==> config.mk <==
export PLATFORM = sky130hd
export DESIGN_NAME = axi_arbiter
export DESIGN_NICKNAME = d
export VERILOG_FILES = /design/src/rtl/axi_arbiter_pkg.sv /design/src/rtl/axi_arb_pick.sv /design/src/rtl/axi_arbiter.sv
export SDC_FILE = /design/constraint.sdc
export NUM_CORES = 1
export LEC_CHECK = 0
export BUFFER_PORTS_ARGS = -buffer_cell sky130_fd_sc_hd__buf_2
export CAP_MARGIN = 10
export CORE_AREA = 2 2 272 274
export CTS_BUF_LIST = sky130_fd_sc_hd__clkbuf_4
export CTS_CLUSTER_SIZE = 25
export DETAILED_ROUTE_END_ITERATION = 7
export DIE_AREA = 0 0 274 276
export GPL_ROUTABILITY_DRIVEN = 1
export PLACE_DENSITY_LB_ADDON = 0.2
export REMOVE_ABC_BUFFERS = 1
export SLEW_MARGIN = 40
export SYNTH_ARGS = -nofsm -noshare
export SYNTH_HDL_FRONTEND = slang
export SYNTH_SLANG_ARGS = --single-unit
==> constraint.sdc <==
create_clock -name clk -period 2.7 [get_ports clk]
set_input_delay 0.27 -clock clk [delete_from_list [all_inputs] [get_ports clk]]
set_output_delay 0.27 -clock clk [all_outputs]
set_load 0.1 [all_outputs]
==> src/rtl/axi_arbiter_pkg.sv <==
// axi_arbiter_pkg: shared state encodings, master ids and AXI response codes for the read/write arbiter
package axi_arbiter_pkg;
  typedef enum logic [1:0] {R_IDLE, R_ADDR, R_DATA} rstate_t;
  typedef enum logic [1:0] {W_IDLE, W_DATA, W_RESP} wstate_t;
  localparam logic MST_IFU = 1'b0;
  localparam logic MST_LSU = 1'b1;
  localparam logic [1:0] OKAY = 2'b00;
  localparam logic [1:0] SLVERR = 2'b10;
  localparam logic [1:0] DECERR = 2'b11;
endpackage

==> src/rtl/axi_arb_pick.sv <==
// axi_arb_pick: two-request read picker; LSU-over-IFU, or round-robin on last_grant when ARB_RR_EN is defined
module axi_arb_pick
  import axi_arbiter_pkg::*;
(
  input  logic ifu_req,
  input  logic lsu_req,
`ifdef ARB_RR_EN
  input  logic last_grant,
`endif
  output logic grant
);
  always_comb begin
`ifdef ARB_RR_EN
    grant = (ifu_req && lsu_req) ? !last_grant : (ifu_req ? MST_IFU : MST_LSU);
`else
    grant = (ifu_req && !lsu_req) ? MST_IFU : MST_LSU;
`endif
  end
endmodule

==> src/rtl/axi_arbiter.sv <==
// axi_arbiter: arbitrates IFU/LSU single-beat reads onto one AXI slave and forwards LSU writes.
// Optional ARB_RR_EN selects round-robin read priority instead of fixed LSU-over-IFU.
module axi_arbiter
  import axi_arbiter_pkg::*;
#(
  parameter int ADDR_W = 64,
  parameter int DATA_W = 64
) (
  input  logic                  clk,
  input  logic                  rst,
  input  logic                  ifu_ar_valid,
  output logic                  ifu_ar_ready,
  input  logic [ADDR_W-1:0]     ifu_ar_addr,
  output logic                  ifu_r_valid,
  input  logic                  ifu_r_ready,
  output logic [DATA_W-1:0]     ifu_r_data,
  output logic [1:0]            ifu_r_resp,
  input  logic                  lsu_ar_valid,
  output logic                  lsu_ar_ready,
  input  logic [ADDR_W-1:0]     lsu_ar_addr,
  output logic                  lsu_r_valid,
  input  logic                  lsu_r_ready,
  output logic [DATA_W-1:0]     lsu_r_data,
  output logic [1:0]            lsu_r_resp,
  input  logic                  lsu_aw_valid,
  output logic                  lsu_aw_ready,
  input  logic [ADDR_W-1:0]     lsu_aw_addr,
  input  logic                  lsu_w_valid,
  output logic                  lsu_w_ready,
  input  logic [DATA_W-1:0]     lsu_w_data,
  input  logic [DATA_W/8-1:0]   lsu_w_strb,
  output logic                  lsu_b_valid,
  input  logic                  lsu_b_ready,
  output logic [1:0]            lsu_b_resp,
  output logic                  s_ar_valid,
  input  logic                  s_ar_ready,
  output logic [ADDR_W-1:0]     s_ar_addr,
  input  logic                  s_r_valid,
  output logic                  s_r_ready,
  input  logic [DATA_W-1:0]     s_r_data,
  input  logic [1:0]            s_r_resp,
  output logic                  s_aw_valid,
  input  logic                  s_aw_ready,
  output logic [ADDR_W-1:0]     s_aw_addr,
  output logic                  s_w_valid,
  input  logic                  s_w_ready,
  output logic [DATA_W-1:0]     s_w_data,
  output logic [DATA_W/8-1:0]   s_w_strb,
  input  logic                  s_b_valid,
  output logic                  s_b_ready,
  input  logic [1:0]            s_b_resp
);
  rstate_t rstate, rstate_nxt;
  wstate_t wstate, wstate_nxt;
  logic grant, grant_nxt, pick;
  logic ar_v, r_rdy;
`ifdef ARB_RR_EN
  logic last_grant;
`endif

  assign ar_v  = grant ? lsu_ar_valid : ifu_ar_valid;
  assign r_rdy = grant ? lsu_r_ready : ifu_r_ready;

  axi_arb_pick u_pick (
    .ifu_req    (ifu_ar_valid),
    .lsu_req    (lsu_ar_valid),
`ifdef ARB_RR_EN
    .last_grant (last_grant),
`endif
    .grant      (pick)
  );

  always_ff @(posedge clk) begin
    if (rst) begin
      rstate <= R_IDLE;
      wstate <= W_IDLE;
      grant  <= MST_IFU;
`ifdef ARB_RR_EN
      last_grant <= MST_IFU;
`endif
    end else begin
      rstate <= rstate_nxt;
      wstate <= wstate_nxt;
      grant  <= grant_nxt;
`ifdef ARB_RR_EN
      if (rstate == R_DATA && s_r_valid && r_rdy) last_grant <= grant;
`endif
    end
  end

  // A read is only granted when no store is pending, so loads and fetches never pass a store.
  always_comb begin
    rstate_nxt   = rstate;
    grant_nxt    = grant;
    s_ar_valid   = 1'b0;
    s_ar_addr    = '0;
    ifu_ar_ready = 1'b0;
    lsu_ar_ready = 1'b0;
    s_r_ready    = 1'b0;
    ifu_r_valid  = 1'b0;
    ifu_r_data   = '0;
    ifu_r_resp   = OKAY;
    lsu_r_valid  = 1'b0;
    lsu_r_data   = '0;
    lsu_r_resp   = OKAY;
    case (rstate)
      R_IDLE: begin
        if ((ifu_ar_valid || lsu_ar_valid) && wstate == W_IDLE && !lsu_aw_valid) begin
          grant_nxt  = pick;
          rstate_nxt = R_ADDR;
        end
      end
      R_ADDR: begin
        s_ar_valid   = ar_v;
        s_ar_addr    = grant ? lsu_ar_addr : ifu_ar_addr;
        ifu_ar_ready = !grant && s_ar_ready;
        lsu_ar_ready = grant && s_ar_ready;
        rstate_nxt   = (ar_v && s_ar_ready) ? R_DATA : (ar_v ? R_ADDR : R_IDLE);
      end
      R_DATA: begin
        s_r_ready   = r_rdy;
        ifu_r_valid = !grant && s_r_valid;
        ifu_r_data  = grant ? '0 : s_r_data;
        ifu_r_resp  = grant ? OKAY : s_r_resp;
        lsu_r_valid = grant && s_r_valid;
        lsu_r_data  = grant ? s_r_data : '0;
        lsu_r_resp  = grant ? s_r_resp : OKAY;
        rstate_nxt  = (s_r_valid && r_rdy) ? R_IDLE : R_DATA;
      end
      default: rstate_nxt = R_IDLE;
    endcase
  end

  always_comb begin
    wstate_nxt   = wstate;
    s_aw_valid   = 1'b0;
    s_aw_addr    = '0;
    lsu_aw_ready = 1'b0;
    s_w_valid    = 1'b0;
    s_w_data     = '0;
    s_w_strb     = '0;
    lsu_w_ready  = 1'b0;
    lsu_b_valid  = 1'b0;
    lsu_b_resp   = OKAY;
    s_b_ready    = 1'b0;
    case (wstate)
      W_IDLE: begin
        s_aw_valid   = lsu_aw_valid;
        s_aw_addr    = lsu_aw_valid ? lsu_aw_addr : '0;
        lsu_aw_ready = lsu_aw_valid && s_aw_ready;
        wstate_nxt   = (lsu_aw_valid && s_aw_ready) ? W_DATA : W_IDLE;
      end
      W_DATA: begin
        s_w_valid   = lsu_w_valid;
        s_w_data    = lsu_w_data;
        s_w_strb    = lsu_w_strb;
        lsu_w_ready = s_w_ready;
        wstate_nxt  = (lsu_w_valid && s_w_ready) ? W_RESP : W_DATA;
      end
      W_RESP: begin
        lsu_b_valid = s_b_valid;
        lsu_b_resp  = s_b_resp;
        s_b_ready   = lsu_b_ready;
        wstate_nxt  = (s_b_valid && lsu_b_ready) ? W_IDLE : W_RESP;
      end
      default: wstate_nxt = W_IDLE;
    endcase
  end
endmodule

## After elaboration in Yosys (flattened, before gate mapping)

Index checks and enable logic that the tools add are counted.

- Word-level logic and storage cells: 66
- Output and inout port bits: 346
- Register bits after elaboration: 5

- Eq/ne operators: 5
- Reductions and logical operators: 19
- Multiplexer cells: 39

Operators with widths:

| cell | number |
|---|---|
| $mux W64 | 9 |
| $mux W2 | 10 |
| $mux W1 | 17 |
| $logic_and A1 B1 Y1 | 12 |
| $pmux W2 S3 | 2 |
| $mux W8 | 1 |
| $eq A2 B1 Y1 const B | 2 |
| $eq A2 B2 Y1 const B | 2 |
| $logic_not A2 Y1 | 2 |
| $logic_not A1 Y1 | 3 |
| $ne A2 B2 Y1 const B | 1 |
| $reduce_and A2 Y1 | 1 |
| $logic_or A1 B1 Y1 | 1 |

## Depth between registers and ports, before layout

- Depth after elaboration: 5
- Gate-level depth with buffers: 6
- Mapped depth without buffers: 3

## Hierarchy

From an unflattened synthesis, not the netlist that was laid out.

- Cells, all modules: 489
- Area total of the unflattened synthesis: 3,298.2 µm²

Modules (own cells, without submodules):

| module | cells each | area an instance (µm²) | times used | seq. area each (µm²) |
|---|---|---|---|---|
| axi_arbiter | 488 | 3,291.9 | 1 | 100.1 |
| axi_arb_pick | 1 | 6.3 | 1 | 0.0 |

## Worst setup path before layout

OpenSTA, ideal clock, no wires.

- Path type: register -> output
- From: register grant
- To: output ifu_ar_ready
- Path buffers: 2
- Arrival time: 2.726 ns
- Path slack: -0.296 ns
- Data required time: 2.430 ns
- Stages on the path, launching flop included: 4
- Path through: dfxtp_1 -> buf_4 -> buf_2 -> nor3_1

- Cells in the longest elaborated chain, start to end: 3

RTL lines:

| element | line | source |
|---|---|---|
| start, declared | axi_arbiter.sv:55 | `logic grant, grant_nxt, pick;` |
| start signal, assigned | axi_arbiter.sv:84 | `grant <= grant_nxt;` |
| $logic_not A1 Y1 | axi_arbiter.sv:116 | `ifu_ar_ready = !grant && s_ar_ready;` |
| $logic_and A1 B1 Y1 | axi_arbiter.sv:116 |  |
| $mux W1 | axi_arbiter.sv:106 | `case (rstate)` |
| end, declared | axi_arbiter.sv:12 | `output logic ifu_ar_ready,` |

No other way between the ends.

## Final worst setup path

- From: register grant
- To: output lsu_r_valid

- Cells in the longest elaborated chain, start to end: 2

RTL lines:

| element | line | source |
|---|---|---|
| $logic_and A1 B1 Y1 | axi_arbiter.sv:125 | `lsu_r_valid = grant && s_r_valid;` |
| $mux W1 | axi_arbiter.sv:106 |  |
| end, declared | axi_arbiter.sv:21 | `output logic lsu_r_valid,` |

No other way between the ends.

==> metrics.txt <==
compound-gate portion of the synthesized area=1.25%; Ys Warns=0; area occupied by multi-input gates=roughly 2800 um^2; Tot GR Track Use=under 10%; peak supply drop=~0.00019 V; Slew HR=roughly three fifths; clk sinks=5; Crit-path slowest cell=dfxtp_4; vias in the first global route=about 5600; Clock transition at path regs=0.05 ns; library cells used by synthesis=29; status=finished clean; # Max-Cap Violations=0; Crit Path Class=register to output pin; Root Buffer=clkbuf_4; max incr delay on CP=~0.63 ns; cell area after synthesis=between 3000 and 4000 um^2; # hold bufs at CTS=0; hold_ws=0.283 ns; Nets=1492; total CTS buffers=3; register area share after synthesis=around 3.0%; Filler cells=around 8400; WP data arrival=2.01 ns; synth-to-layout area growth=199%; largest family of logic cells by synthesized area=simple AND/OR/NAND/NOR gates; initial antenna violation count=4; hold depth=2; gate count after technology mapping=around 490; critical path depth in cells=3; antenna-violating nets left=0; Synth Area per Inst=6.75 um^2; CTS H-tree lvls=1; crit-path max FO=25; crit-path cells=inv_2 > nor3_1 > buf_2; global-route wire length before repair=roughly 38000 um; Final Hold Fails=0; multiplexer share of the synthesized area=about a fifth; Overflow after GRT=0; vias per cell=between 2 and 3; Pleak=4.87 nW; Synth Area in Simple Gates=between 60% and 70%; clk_lat worst skew=0.24 ns; # rows=99; layout cell share with drive strength beyond 1=62.2%; Initial DRT Pass Iterations=4; TritonCTS clock tree=done; CP startpoint kind=register; f_max=between 400 and 500 MHz; Post-synth EDFFs=0; Final HPWL DP=roughly 25000 um; Adder-Cell Fraction of Synth Area=0%; Final Skew=about 0.00011 ns; Total Power=between 2 and 2.5 mW; Synth Register Bits=5; DIE AREA=75600 um^2; Power per Cell Area=about 250 nW/um^2; Post-synth top flop=dfxtp_1; Routed WL=27600 um; worst hold path type=input port to register; final setup vio count=0; Core Area=a little over 70000 um^2; DRT iter0 DRCs=between 150 and 200; Longest Clk Path Bufs=2; CP endpoint kind=output pin; xor-xnor portion of the synthesized cell area=0%; GPL Wtd Cong=0.850; register area=104 um^2; die width=274 um; post_cts resized=0; CP Buf/Inv Count=2; Largest delay share family, worst path=buffers and inverters; DRC Markers=0; RSZ-0062 raised after global routing=false; vias post-DR=between 5000 and 6000; ys async rst share=0%; post-CTS setup buffer count=0; die height=between 200 and 300 um; Wirelength per Cell=about 13 um; IO buf count=slightly below 700; Worst R2R Path Depth=3; CP required=2.43 ns; Final period util=84.6%; I/O pin cnt=between 600 and 700; starting density of the core=between 4 and 5%; min Tclk post-route=2.28 ns; slew at the pin closest to its max-slew limit=about 0.6 ns; largest net degree at the start of global routing=76; Max Slew Vio Count=0
[cells by family after synthesis]
| kind of cell | after synthesis |
|---|---|
| compound gates | 6 |
| buf+inv | 48 |
| flops | 5 |
| mux | 66 |
| simple gates | 363 |
[final timing paths]
path,from,endpoint,slack [ns]
worst min register to register,rstate[1],rstate[0],0.58
worst max-delay path,grant,lsu_r_valid,0.42
worst max register to register,grant,rstate[0],1.28
worst min-delay path,rst,rstate[1],0.28
[metrics by stage]
| stage | TNS, ns | area [um^2] | std cells | worst slack, ns | util [%] |
|---|---|---|---|---|---|
| detailed placement | 0 | 9810 | 2100 | 0.416 | 13.5 |
| global route | 0 | 9840 | 2104 | 0.0890 | 13.6 |
| global placement | 0 | 9810 | 2100 | 0.419 | 13.5 |
| floorplan | -394.19 | 2950 | 444 | -2.40 | - |
| CTS | 0 | 9840 | 2104 | 0.143 | 13.6 |
| finish | 0 | 9840 | 2105 | 0.415 | 13.6 |
[state kept, by name (all words and copies together), names as in the netlist]
register	flops
grant	1
rstate	2
wstate	2
[synth_stat cells (3+ instances only)]
| cell type | n | share of area [%] |
|---|---|---|
| mux2i_1 | 65 | 20 |
| nor3_1 | 6 | 0.91 |
| dfxtp_1 | 5 | 3.0 |
| buf_2 | 8 | 1.2 |
| and2_1 | 276 | 52 |
| nor2_1 | 66 | 7.5 |
| clkbuf_1 | 7 | 0.80 |
| buf_6 | 19 | 6.5 |
| clkbuf_2 | 5 | 0.76 |
| inv_1 | 3 | 0.34 |
| buf_4 | 5 | 1.1 |
[routing by layer]
layer  vias up  share of wire, %  GRT usage, %
met5         -              0.12             0
li1       2831                 -             -
met2       348                52          12.5
met1      2481                38          7.69
met3        10               9.6          1.47
met4         6              0.34         0.516
[power by group]
group | internal (mW) | switching [mW] | total, mW
logic | 0.530 | 1.73 | 2.26
clock network | 0.0660 | 0.0318 | 0.0977
registers | 0.0789 | 0.0245 | 0.103
[layout by cell type (no fill, tap or decap), types with 3 or more instances in the layout]
cell / instances
clkbuf_4: 4
mux2i_1: 65
buf_12: 143
buf_4: 3
nor2_1: 66
buf_2: 551
dfxtp_1: 4
and2_1: 276
inv_1: 3
nor3_1: 6
[worst reg2reg max path, cell delays in order (launching register included)]
cell	delay, ns
dfxtp_4	0.63
mux2_2	0.42
a32oi_1	0.19
nor3_1	0.06
[cell type report]
class	instances	share of cell area, %
repair buffers	697	57.3
diodes	1	0.0254
multi-input cells	435	28.9
flip-flops and latches	5	1.06
inverters	4	0.153
clock buffers	4	0.305
well taps	959	12.2
Power figures use the tool's default switching activity.
